File: src/rtl/vesa_timing_pkg.sv
// vesa_timing_pkg: shared timing constants and helpers for the VESA raster generator.
//   - Default 640x480@60 horizontal/vertical timing (active, porches, sync width)
//   - Sync polarity constants
//   - axis_total(): the full period of one axis, active + porches + sync
package vesa_timing_pkg;

  localparam int unsigned H_ACTIVE_DEF = 640;
  localparam int unsigned H_FP_DEF     = 16;
  localparam int unsigned H_SYNC_DEF   = 96;
  localparam int unsigned H_BP_DEF     = 48;
  localparam int unsigned V_ACTIVE_DEF = 480;
  localparam int unsigned V_FP_DEF     = 10;
  localparam int unsigned V_SYNC_DEF   = 2;
  localparam int unsigned V_BP_DEF     = 33;
  localparam int unsigned CNT_BITS_DEF = 11;

  localparam bit SYNC_ACTIVE_LOW  = 1'b0;
  localparam bit SYNC_ACTIVE_HIGH = 1'b1;

  function automatic int unsigned axis_total(input int unsigned active, input int unsigned fp,
                                             input int unsigned sync, input int unsigned bp);
    return active + fp + sync + bp;
  endfunction

endpackage

File: src/rtl/vesa_timing_gen_if.sv
// vesa_timing_gen_if: raster timing bundle between the generator and the pixel stage.
//   ce                 pixel advance enable (driven by the consumer/clock side)
//   hsync, vsync, de   sync and display-enable
//   x, y               current pixel coordinates
//   frame_start        high while position is (0,0)
//   line_end           high while x is the last count of the line
// Modports: master = timing generator, slave = downstream consumer.
interface vesa_timing_gen_if #(
  parameter int unsigned CNT_BITS = 11
);
  logic                ce;
  logic                hsync;
  logic                vsync;
  logic                de;
  logic [CNT_BITS-1:0] x;
  logic [CNT_BITS-1:0] y;
  logic                frame_start;
  logic                line_end;

  modport master (
    input  ce,
    output hsync, vsync, de, x, y, frame_start, line_end
  );

  modport slave (
    output ce,
    input  hsync, vsync, de, x, y, frame_start, line_end
  );
endinterface

File: src/rtl/vesa_axis_counter.sv
// vesa_axis_counter: one raster axis (horizontal or vertical).
//   clk_in, rst_n  clock, asynchronous active-low reset
//   inc            advance one count this edge
//   count          current position 0..TOTAL-1 (reset: TOTAL-1)
//   wrap           high while count == TOTAL-1
//   active         high while count < ACTIVE
//   sync           POL while ACTIVE+FP <= count < ACTIVE+FP+SYNC, else !POL
// All outputs are registered and decoded from the next count, so they line up with count.
module vesa_axis_counter
  import vesa_timing_pkg::*;
#(
  parameter int unsigned ACTIVE   = H_ACTIVE_DEF,
  parameter int unsigned FP       = H_FP_DEF,
  parameter int unsigned SYNC     = H_SYNC_DEF,
  parameter int unsigned BP       = H_BP_DEF,
  parameter bit          POL      = SYNC_ACTIVE_LOW,
  parameter int unsigned CNT_BITS = CNT_BITS_DEF
) (
  input  logic                clk_in,
  input  logic                rst_n,
  input  logic                inc,
  output logic [CNT_BITS-1:0] count,
  output logic                wrap,
  output logic                active,
  output logic                sync
);

  localparam int unsigned TOTAL = axis_total(ACTIVE, FP, SYNC, BP);
  // One spare bit so a sync window ending exactly at 2^CNT_BITS still compares correctly.
  localparam int unsigned CW    = CNT_BITS + 1;

  localparam logic [CNT_BITS-1:0] LAST      = CNT_BITS'(TOTAL - 1);
  localparam logic [CW-1:0]       ACT_END   = CW'(ACTIVE);
  localparam logic [CW-1:0]       SYNC_BEG  = CW'(ACTIVE + FP);
  localparam logic [CW-1:0]       SYNC_END  = CW'(ACTIVE + FP + SYNC);

  if (64'(TOTAL) > (64'(1) << CNT_BITS)) begin : g_total_too_big
    $error("vesa_axis_counter: axis total does not fit in CNT_BITS");
  end

  logic [CNT_BITS-1:0] count_q, count_d;
  logic [CW-1:0]       count_ext;
  logic                wrap_q, active_q, sync_q;

  always_comb begin
    count_d = count_q;
    if (inc) begin
      count_d = (count_q == LAST) ? '0 : count_q + CNT_BITS'(1);
    end
  end

  assign count_ext = {1'b0, count_d};

  always_ff @(posedge clk_in or negedge rst_n) begin
    if (!rst_n) begin
      count_q  <= LAST;
      wrap_q   <= 1'b1;
      active_q <= 1'b0;
      sync_q   <= ~POL;
    end else begin
      count_q  <= count_d;
      wrap_q   <= (count_d == LAST);
      active_q <= (count_ext < ACT_END);
      sync_q   <= ((count_ext >= SYNC_BEG) && (count_ext < SYNC_END)) ? POL : ~POL;
    end
  end

  assign count  = count_q;
  assign wrap   = wrap_q;
  assign active = active_q;
  assign sync   = sync_q;

endmodule

File: src/rtl/vesa_timing_gen.sv
// vesa_timing_gen: VESA/VGA raster timing for the cellular-automaton display.
//   clk_in  pixel clock (divider output) or an undivided clock with ce strobes
//   rst_n   asynchronous active-low reset; parks the raster at (H_TOTAL-1, V_TOTAL-1)
//   tif     vesa_timing_gen_if.master: ce in; hsync, vsync, de, x, y, frame_start,
//           line_end out, all registered and held while ce is low
// Build option VESA_TIMING_PIPE_EN: hsync/vsync/de get one extra ce-qualified stage so
// they lag x/y by one pixel, matching a one-cycle pixel-memory read downstream.
module vesa_timing_gen
  import vesa_timing_pkg::*;
#(
  parameter int unsigned H_ACTIVE  = H_ACTIVE_DEF,
  parameter int unsigned H_FP      = H_FP_DEF,
  parameter int unsigned H_SYNC    = H_SYNC_DEF,
  parameter int unsigned H_BP      = H_BP_DEF,
  parameter int unsigned V_ACTIVE  = V_ACTIVE_DEF,
  parameter int unsigned V_FP      = V_FP_DEF,
  parameter int unsigned V_SYNC    = V_SYNC_DEF,
  parameter int unsigned V_BP      = V_BP_DEF,
  parameter bit          HSYNC_POL = SYNC_ACTIVE_LOW,
  parameter bit          VSYNC_POL = SYNC_ACTIVE_LOW,
  parameter int unsigned CNT_BITS  = CNT_BITS_DEF
) (
  input logic              clk_in,
  input logic              rst_n,
  vesa_timing_gen_if.master tif
);

  logic [CNT_BITS-1:0] h_count, v_count;
  logic                h_wrap, h_active, h_sync;
  logic                v_wrap, v_active, v_sync;
  logic                v_inc;
  logic                frame_start_q;

  // The vertical axis steps on the same edge the horizontal axis wraps.
  assign v_inc = tif.ce & h_wrap;

  vesa_axis_counter #(
    .ACTIVE   (H_ACTIVE),
    .FP       (H_FP),
    .SYNC     (H_SYNC),
    .BP       (H_BP),
    .POL      (HSYNC_POL),
    .CNT_BITS (CNT_BITS)
  ) u_h_axis (
    .clk_in (clk_in),
    .rst_n  (rst_n),
    .inc    (tif.ce),
    .count  (h_count),
    .wrap   (h_wrap),
    .active (h_active),
    .sync   (h_sync)
  );

  vesa_axis_counter #(
    .ACTIVE   (V_ACTIVE),
    .FP       (V_FP),
    .SYNC     (V_SYNC),
    .BP       (V_BP),
    .POL      (VSYNC_POL),
    .CNT_BITS (CNT_BITS)
  ) u_v_axis (
    .clk_in (clk_in),
    .rst_n  (rst_n),
    .inc    (v_inc),
    .count  (v_count),
    .wrap   (v_wrap),
    .active (v_active),
    .sync   (v_sync)
  );

  // Next position is (0,0) exactly when both axes sit on their last count and we advance.
  always_ff @(posedge clk_in or negedge rst_n) begin
    if (!rst_n) begin
      frame_start_q <= 1'b0;
    end else if (tif.ce) begin
      frame_start_q <= h_wrap & v_wrap;
    end
  end

  assign tif.x           = h_count;
  assign tif.y           = v_count;
  assign tif.frame_start = frame_start_q;
  assign tif.line_end    = h_wrap;

`ifdef VESA_TIMING_PIPE_EN
  logic hsync_q, vsync_q, de_q;

  always_ff @(posedge clk_in or negedge rst_n) begin
    if (!rst_n) begin
      hsync_q <= ~HSYNC_POL;
      vsync_q <= ~VSYNC_POL;
      de_q    <= 1'b0;
    end else if (tif.ce) begin
      hsync_q <= h_sync;
      vsync_q <= v_sync;
      de_q    <= h_active & v_active;
    end
  end

  assign tif.hsync = hsync_q;
  assign tif.vsync = vsync_q;
  assign tif.de    = de_q;
`else
  assign tif.hsync = h_sync;
  assign tif.vsync = v_sync;
  // Both terms are flops updated on the same edge.
  assign tif.de    = h_active & v_active;
`endif

endmodule

File: src/flat_wrapper.sv
// flat-port wrapper written by rule: the top's interface ports become plain ports
module vesa_timing_gen_flat import vesa_timing_pkg::*;
#(
  parameter int unsigned H_ACTIVE  = H_ACTIVE_DEF,
  parameter int unsigned H_FP      = H_FP_DEF,
  parameter int unsigned H_SYNC    = H_SYNC_DEF,
  parameter int unsigned H_BP      = H_BP_DEF,
  parameter int unsigned V_ACTIVE  = V_ACTIVE_DEF,
  parameter int unsigned V_FP      = V_FP_DEF,
  parameter int unsigned V_SYNC    = V_SYNC_DEF,
  parameter int unsigned V_BP      = V_BP_DEF,
  parameter bit          HSYNC_POL = SYNC_ACTIVE_LOW,
  parameter bit          VSYNC_POL = SYNC_ACTIVE_LOW,
  parameter int unsigned CNT_BITS  = CNT_BITS_DEF
)
  (clk_in, rst_n, tif_ce, tif_hsync, tif_vsync, tif_de, tif_x, tif_y, tif_frame_start, tif_line_end);
  vesa_timing_gen_if #(.CNT_BITS(CNT_BITS)) tif_i ();
  input logic clk_in;
  input logic rst_n;
  input wire logic [$bits(tif_i.ce)-1:0] tif_ce;
  output wire logic [$bits(tif_i.hsync)-1:0] tif_hsync;
  output wire logic [$bits(tif_i.vsync)-1:0] tif_vsync;
  output wire logic [$bits(tif_i.de)-1:0] tif_de;
  output wire logic [$bits(tif_i.x)-1:0] tif_x;
  output wire logic [$bits(tif_i.y)-1:0] tif_y;
  output wire logic [$bits(tif_i.frame_start)-1:0] tif_frame_start;
  output wire logic [$bits(tif_i.line_end)-1:0] tif_line_end;
  assign tif_i.ce = tif_ce;
  assign tif_hsync = tif_i.hsync;
  assign tif_vsync = tif_i.vsync;
  assign tif_de = tif_i.de;
  assign tif_x = tif_i.x;
  assign tif_y = tif_i.y;
  assign tif_frame_start = tif_i.frame_start;
  assign tif_line_end = tif_i.line_end;
  vesa_timing_gen #(.H_ACTIVE(H_ACTIVE), .H_FP(H_FP), .H_SYNC(H_SYNC), .H_BP(H_BP), .V_ACTIVE(V_ACTIVE), .V_FP(V_FP), .V_SYNC(V_SYNC), .V_BP(V_BP), .HSYNC_POL(HSYNC_POL), .VSYNC_POL(VSYNC_POL), .CNT_BITS(CNT_BITS)) u_core (.clk_in(clk_in), .rst_n(rst_n), .tif(tif_i));
endmodule
File: config.mk
export PLATFORM = sky130hd
export DESIGN_NAME = vesa_timing_gen_flat
export DESIGN_NICKNAME = d
export VERILOG_FILES = /design/src/rtl/vesa_timing_pkg.sv /design/src/rtl/vesa_timing_gen_if.sv /design/src/rtl/vesa_axis_counter.sv /design/src/rtl/vesa_timing_gen.sv /design/src/flat_wrapper.sv
export SDC_FILE = /design/constraint.sdc
export NUM_CORES = 1
export LEC_CHECK = 0
export ABC_CLOCK_PERIOD_IN_PS = 2200
export BUFFER_PORTS_ARGS = -buffer_cell sky130_fd_sc_hd__clkbuf_2
export CAP_MARGIN = 15
export CORE_ASPECT_RATIO = 0.6
export CORE_MARGIN = 2
export CORE_UTILIZATION = 38
export CTS_BUF_LIST = sky130_fd_sc_hd__clkbuf_16
export DETAILED_ROUTE_END_ITERATION = 8
export HOLD_SLACK_MARGIN = 0.06
export PLACE_DENSITY_LB_ADDON = 0.15
export SYNTH_ARGS = -nofsm -noshare
export SYNTH_HDL_FRONTEND = slang
export SYNTH_SLANG_ARGS = --single-unit
File: constraint.sdc
create_clock -name clk_in -period 2.2 [get_ports clk_in]
set_clock_uncertainty 0.05 [all_clocks]
set_input_delay 0.22 -clock clk_in [delete_from_list [all_inputs] [get_ports clk_in]]
set_output_delay 0.22 -clock clk_in [all_outputs]
set_load 0.01 [all_outputs]
==> flow_summary.json, run 1 <==
{
  "status": "finished clean",
  "routedWlPerCell_um": 15.7,
  "grt_max_degree": 30,
  "ios": 30,
  "critPathTopFamily": "simple AND/OR/NAND/NOR gates",
  "fin_crit_sh": 0.992,
  "synth_mux_area_frac": 0.00579,
  "root_buffer": "clkbuf_16",
  "ys.flop_type": "dfrtp_1",
  "crit_arrival_ps": 2320,
  "antennaDiodeCount": 0,
  "ys_seq_elements": 29,
  "r2r_cells": 5,
  "reg2reg_slack_ps": 20,
  "switching_share": 0.318,
  "h-tree-depth": 2,
  "synth_area_mm2": 0.00173,
  "vias_per_cell": 5.40,
  "synth_commonest_cells": "16 x inv_1, 16 x nand2_1, 15 x dfrtp_1, 14 x dfstp_2, 14 x nor2_1",
  "detail_route.first_pass.iterations": 4,
  "drt_iter0_drc": 127,
  "max_stage_delay_ps": 480,
  "drt-total-wl_um": 4690,
  "criticalPathCategory": "register to register",
  "final_core_util": 0.535,
  "slew_headroom": 0.511,
  "final-instance-count-excl-fill": 299,
  "synth_compound_area_frac": 0.109,
  "async_flop_share": 1.00,
  "dieArea_mm2": 0.00512,
  "max-cap-violations": 0,
  "slowest_stage": "or4b_1",
  "clkPwrFrac": 0.373,
  "peakVddDrop_v": 0.000393,
  "dpl.cell_count": 287,
  "path_buf_inv": 0,
  "pwr-share-comb": 0.193,
  "cts_buffers": 5,
  "synth_top_area_share": 0.217,
  "area_growth_syn_to_layout_pct": 31.0,
  "detail-route-antenna-nets": 0,
  "pwr-share-seq": 0.434,
  "row_count": 18,
  "netlist_top_cells_area": "dfrtp_1 22%, dfstp_2 21%, xnor2_1 6.1%",
  "dp_hpwl_um": 3360,
  "clock_path_buffers": 2,
  "synthAdderAreaFrac": 0.0217,
  "worstSkewPairLatency_ps": 270,
  "cts.sinks": 29,
  "syn_nets": 195,
  "synthXorXnorAreaFrac": 0.101,
  "nNetsFinal": 244,
  "whs_path_depth": 2,
  "fp.dieW_um": 91.1,
  "first_global_vias": 1429,
  "synth_seq_area_share": 0.430,
  "gp_congestion": 0.938,
  "netlist.top_cell.by_area": "dfrtp_1",
  "min_period_ps": 2180,
  "tns_ps": 0,
  "post_synth.cell_area_avg_um2": 9.15,
  "timing.fmax_mhz": 458,
  "synth-edff-count": 0,
  "end_kind": "register",
  "cellLeakagePower_nw": 1.01,
  "hold_violations": 0,
  "grtUsageTotal": 0.180,
  "startpoint_type": "register",
  "yosys_warnings": 0,
  "cts.clk_slew.worst_paths_ps": 50,
  "die_h_um": 56.3,
  "synthCells": 189,
  "crit_required_ps": 2330,
  "num_vias": 1614,
  "hold_class": "input pin to register",
  "start_util": 0.408,
  "power.density_mw_per_mm2": 762,
  "p_switching_w": 0.000548,
  "critical_path.cell_chain": "nor4_4, and2_1, and3_1, a311oi_1, or4b_1",
  "core-area_mm2": 0.00423,
  "worst_pin_slew_ps": 733,
  "grt_overflow_total": 0,
  "cp.depth": 5,
  "grt_pass1_wl_um": 7270,
  "final_layout_size_suffix_gt1_frac": 0.356,
  "setup_viol": 0,
  "antenna_found_initial": 0,
  "cts_tree": "yes",
  "synth.distinct_cells": 48,
  "synthSimpleGateAreaFrac": 0.269,
  "cell_internal_pwr_w": 0.00118,
  "synth_top_family_by_area": "simple AND/OR/NAND/NOR gates",
  "maxSlewViolCount": 0,
  "portBuffers": 29,
  "rsz0062_at_grt": "yes",
  "drc_errors": 0,
  "worstPathMaxFanout": 7
}
registers in the layout, indices dropped and copies added (netlist names):
name,flops
u_core.tif.frame_start,1
u_core.u_h_axis.active,1
u_core.u_h_axis.count,11
u_core.u_h_axis.sync,1
u_core.u_h_axis.wrap,1
u_core.u_v_axis.active,1
u_core.u_v_axis.count,11
u_core.u_v_axis.sync,1
u_core.u_v_axis.wrap,1
final timing paths:
check / from / to
min in group asynchronous: rst_n / u_core.u_v_axis.count[8]
hold reg to reg: u_core.tif.frame_start / u_core.tif.frame_start
max in group asynchronous: rst_n / u_core.u_h_axis.count[5]
setup reg to reg: u_core.u_v_axis.count[5] / u_core.u_v_axis.sync
hold / removal: tif_ce / u_core.u_h_axis.count[1]
setup / recovery: u_core.u_v_axis.count[5] / u_core.u_v_axis.sync
power by group through the flow:
stage	clock network (W)	registers (W)	logic, W
detailed placement	0	0.000745	0.000327
global placement	0	0.000738	0.000315
CTS	0.000648	0.000737	0.000331
finish	0.000643	0.000749	0.000334
floorplan	0	0.000708	0.000227
global route	0.000669	0.000763	0.000369
cell usage in the layout (no fill, tap or decap), types with 2 or more instances in the layout:
master and instances:
clkbuf_2 29, clkinv_1 2, and2_1 4, a311oi_1 2, nor3b_1 2, a31oi_1 2
a21oi_1 2, clkbuf_16 5, o21ai_0 7, dfstp_2 14, xnor2_1 12, dfrtp_1 14
nand4_1 6, buf_4 21, o31ai_1 2, nor2_1 13, nand3_1 6, and3_1 5
nor4_1 5, nand2_1 16, inv_1 16, xor2_1 8, o221ai_1 2, nand3_2 2
ha_1 3, nand2b_1 3, nor3_1 6
layer usage:
metal  part of all wire  routed length [um]  GRT usage
met5                  0                   0          0
met4             0.0055                  26     0.0411
met3              0.072                 338     0.0550
met1               0.52                2420      0.288
met2               0.41                1910      0.230
area by class of cell:
cell class,instances,area (um2)
fillers,415,1970
multi-input cells,134,932
flip-flops and latches,29,744
repair buffers,51,313
clock buffers,5,125
well taps,60,75.1
inverters,17,63.8
clock inverters,3,12.5
cells by family (layout without fill, tap and decap cells):
family / count (synthesis) / in the layout
DFF: 29 / 29
and+or+nand+nor: 83 / 83
xor gates and xnor gates: 20 / 20
buffers and inverters: 26 / 76
muxes: 1 / 1
AOI/OAI and AO/OA: 27 / 27
adders and majority gates: 3 / 3
stage by stage:
stage	hold slack [ps]	instance area, um2	setup WS, ps	power [W]
2_1_floorplan	-126	1730	5.37	0.000935
6_report	340	2270	17.7	0.00173
3_3_place_gp	266	2040	133	0.00105
4_1_cts	323	2190	30.9	0.00172
3_5_place_dp	281	2040	41.8	0.00107
5_1_grt	394	2270	-44.8	0.00180
what timing repair did:
item / 4_1_cts / 5_1_grt
buffers inserted: 0 / 3
endpoints found under the hold margin: 15 / 0
setup endpoints to repair: 0 / 3
hold buffers: 1 / 0
resized for setup: 0 / 13
(Power assumes the default switching activity.)
==> run 2: changes to the inputs <==
--- a/config.mk
+++ b/config.mk
@@ -8,7 +8,9 @@
 export ABC_CLOCK_PERIOD_IN_PS = 2200
 export BUFFER_PORTS_ARGS = -buffer_cell sky130_fd_sc_hd__clkbuf_2
 export CAP_MARGIN = 15
-export CORE_ASPECT_RATIO = 0.6
+export CELL_PAD_IN_SITES_DETAIL_PLACEMENT = 1
+export CELL_PAD_IN_SITES_GLOBAL_PLACEMENT = 1
+export CORE_ASPECT_RATIO = 0.75
 export CORE_MARGIN = 2
 export CORE_UTILIZATION = 38
 export CTS_BUF_LIST = sky130_fd_sc_hd__clkbuf_16
==> run 2 against run 1 <==
  * Register-to-register slack better by 40 ps
  * First-iteration DRC count down 17%
  * Sequential power down 3%
  * Critical path type unchanged
  * Core utilization up 0.31 points
  * Non-clock buffer count up 7
  * Die area down 0.23%
==> flow_summary.json, run 2 (synthesized netlist as in run 1, its figures left out) <==
{
  "slew_headroom": 0.524,
  "num_vias": 1649,
  "whs_endpoint": "u_core.u_h_axis.count[9]",
  "worstPathMaxFanout": 6,
  "peakVddDrop_v": 0.000572,
  "drt_iter0_drc": 105,
  "grt_max_degree": 30,
  "cts.sinks": 29,
  "p_switching_w": 0.000564,
  "r2r_start": "u_core.u_v_axis.count[2]",
  "startpoint_type": "register",
  "min_period_ps": 2140,
  "h-tree-depth": 2,
  "core-area_mm2": 0.00441,
  "grt_pass1_wl_um": 8810,
  "status": "finished clean",
  "row_count": 21,
  "final_common_cell": "clkbuf_2",
  "nFillCells": 529,
  "criticalPathCategory": "register to register",
  "grt_busiest_layer": "met1",
  "cellLeakagePower_nw": 1.06,
  "reg2reg_slack_ps": 60,
  "setup_viol": 0,
  "die_h_um": 62.4,
  "final-instance-count-excl-fill": 303,
  "ios": 30,
  "crit_required_ps": 2330,
  "place_ws_ps": 16.0,
  "fin_crit_sh": 0.974,
  "root_buffer": "clkbuf_16",
  "timing.fmax_mhz": 466,
  "switching_share": 0.320,
  "antenna_found_initial": 0,
  "drt-total-wl_um": 5450,
  "power.density_mw_per_mm2": 742,
  "nNetsFinal": 251,
  "worst_pin_slew_ps": 714,
  "setup_ws_ps": 56.4,
  "whs_path_depth": 2,
  "cts_tree": "yes",
  "pwr-share-comb": 0.229,
  "vias_per_cell": 5.44,
  "r2r_cells": 5,
  "clock_path_buffers": 2,
  "use_met3": 0.0462,
  "rsz0062_at_grt": "yes",
  "final_layout_size_suffix_gt1_frac": 0.394,
  "antennaDiodeCount": 0,
  "dpl.cell_count": 286,
  "totalPowerFinal_w": 0.00176,
  "reg2reg_to": "u_core.u_v_axis.sync",
  "min_from": "tif_ce",
  "end_kind": "register",
  "routedWlPerCell_um": 18.0,
  "cell_internal_pwr_w": 0.00120,
  "max-cap-violations": 0,
  "final_cell_mix": "29 x clkbuf_2, 27 x buf_4, 16 x nand2_1, 16 x inv_1, 15 x dfrtp_1",
  "area_growth_syn_to_layout_pct": 37.4,
  "cts.clk_slew.worst_paths_ps": 50,
  "grtUsageTotal": 0.227,
  "gp_congestion": 0.850,
  "maxSlewViolCount": 0,
  "fp.dieW_um": 81.9,
  "portBuffers": 29,
  "clkPwrFrac": 0.357,
  "hold_violations": 0,
  "grtUsageMet1": 0.340,
  "crit_arrival_ps": 2270,
  "dieArea_mm2": 0.00511,
  "detail_route.first_pass.iterations": 4,
  "pwr-share-seq": 0.414,
  "detail-route-antenna-nets": 0,
  "grt_overflow_total": 0,
  "cts_buffers": 5,
  "first_global_vias": 1693,
  "start_util": 0.392,
  "worstSkewPairLatency_ps": 270,
  "use_met2": 0.335,
  "hold_class": "input pin to register",
  "drc_errors": 0,
  "dp_hpwl_um": 3900
}
[run 2: how the worst max path moves through the flow]
| stage | depth (start not counted) | end | slack, ps | startpoint |
|---|---|---|---|---|
| finish | 5 | u_core.u_v_axis.sync | 60 | u_core.u_v_axis.count[2] |
| global route | 5 | u_core.u_v_axis.sync | -40 | u_core.u_v_axis.count[2] |
| CTS | 7 | u_core.u_v_axis.sync | 10 | u_core.u_v_axis.count[0] |
| detailed placement | 7 | u_core.u_v_axis.sync | 20 | u_core.u_v_axis.count[1] |
| global placement | 7 | u_core.u_v_axis.sync | 120 | u_core.u_v_axis.count[1] |
| floorplan | 7 | u_core.u_v_axis.sync | 5 | u_core.u_v_axis.count[3] |
[run 2: stage by stage]
stage          hold WS (ps)  instance area (um2)   util  TNS, ps
6_report                367                 2380  0.538        0
3_3_place_gp            252                 2050  0.464        0
4_1_cts                 353                 2250  0.510        0
3_5_place_dp            263                 2050  0.464        0
5_1_grt                 392                 2380  0.538    -44.0
2_1_floorplan          -126                 1730      -        0
[run 2: repair_timing]
item,in CTS,in global routing
setup endpoints to repair,1,3
gates cloned,0,0
pin swaps,4,4
hold buffers,1,0
endpoints found under the hold margin,15,0
gates resized for setup,6,16
buffers inserted,3,5
[run 2: power groups by stage]
stage	logic [W]	clock network (W)	registers, W
2_1_floorplan	0.000227	0	0.000708
3_3_place_gp	0.000357	0	0.000721
3_5_place_dp	0.000376	0	0.000731
4_1_cts	0.000382	0.000641	0.000724
5_1_grt	0.000442	0.000671	0.000748
6_report	0.000404	0.000629	0.000730
[run 2: layer usage]
layer	wire length [um]	up-vias
met4	55	0
met5	0	-
met2	2510	35
met1	2690	825
li1	-	781
met3	196	8
[run 2: critical path, stage by stage (launching register included)]
cell and delay (ps):
dfstp_2 590, nand3_1 130, or3_4 400, xor2_2 160, nor4_2 240, or4b_4 480
[run 2: final cells by class]
type	instances	area, um2	area share
Multi-Input combinational cell	134	991	0.417
Sequential cell	29	743	0.313
Timing Repair Buffer	58	369	0.155
Inverter	17	63.8	0.0269
Tap cell	57	71.3	0.0300
Clock buffer	5	125	0.0527
Clock inverter	3	12.5	0.00527
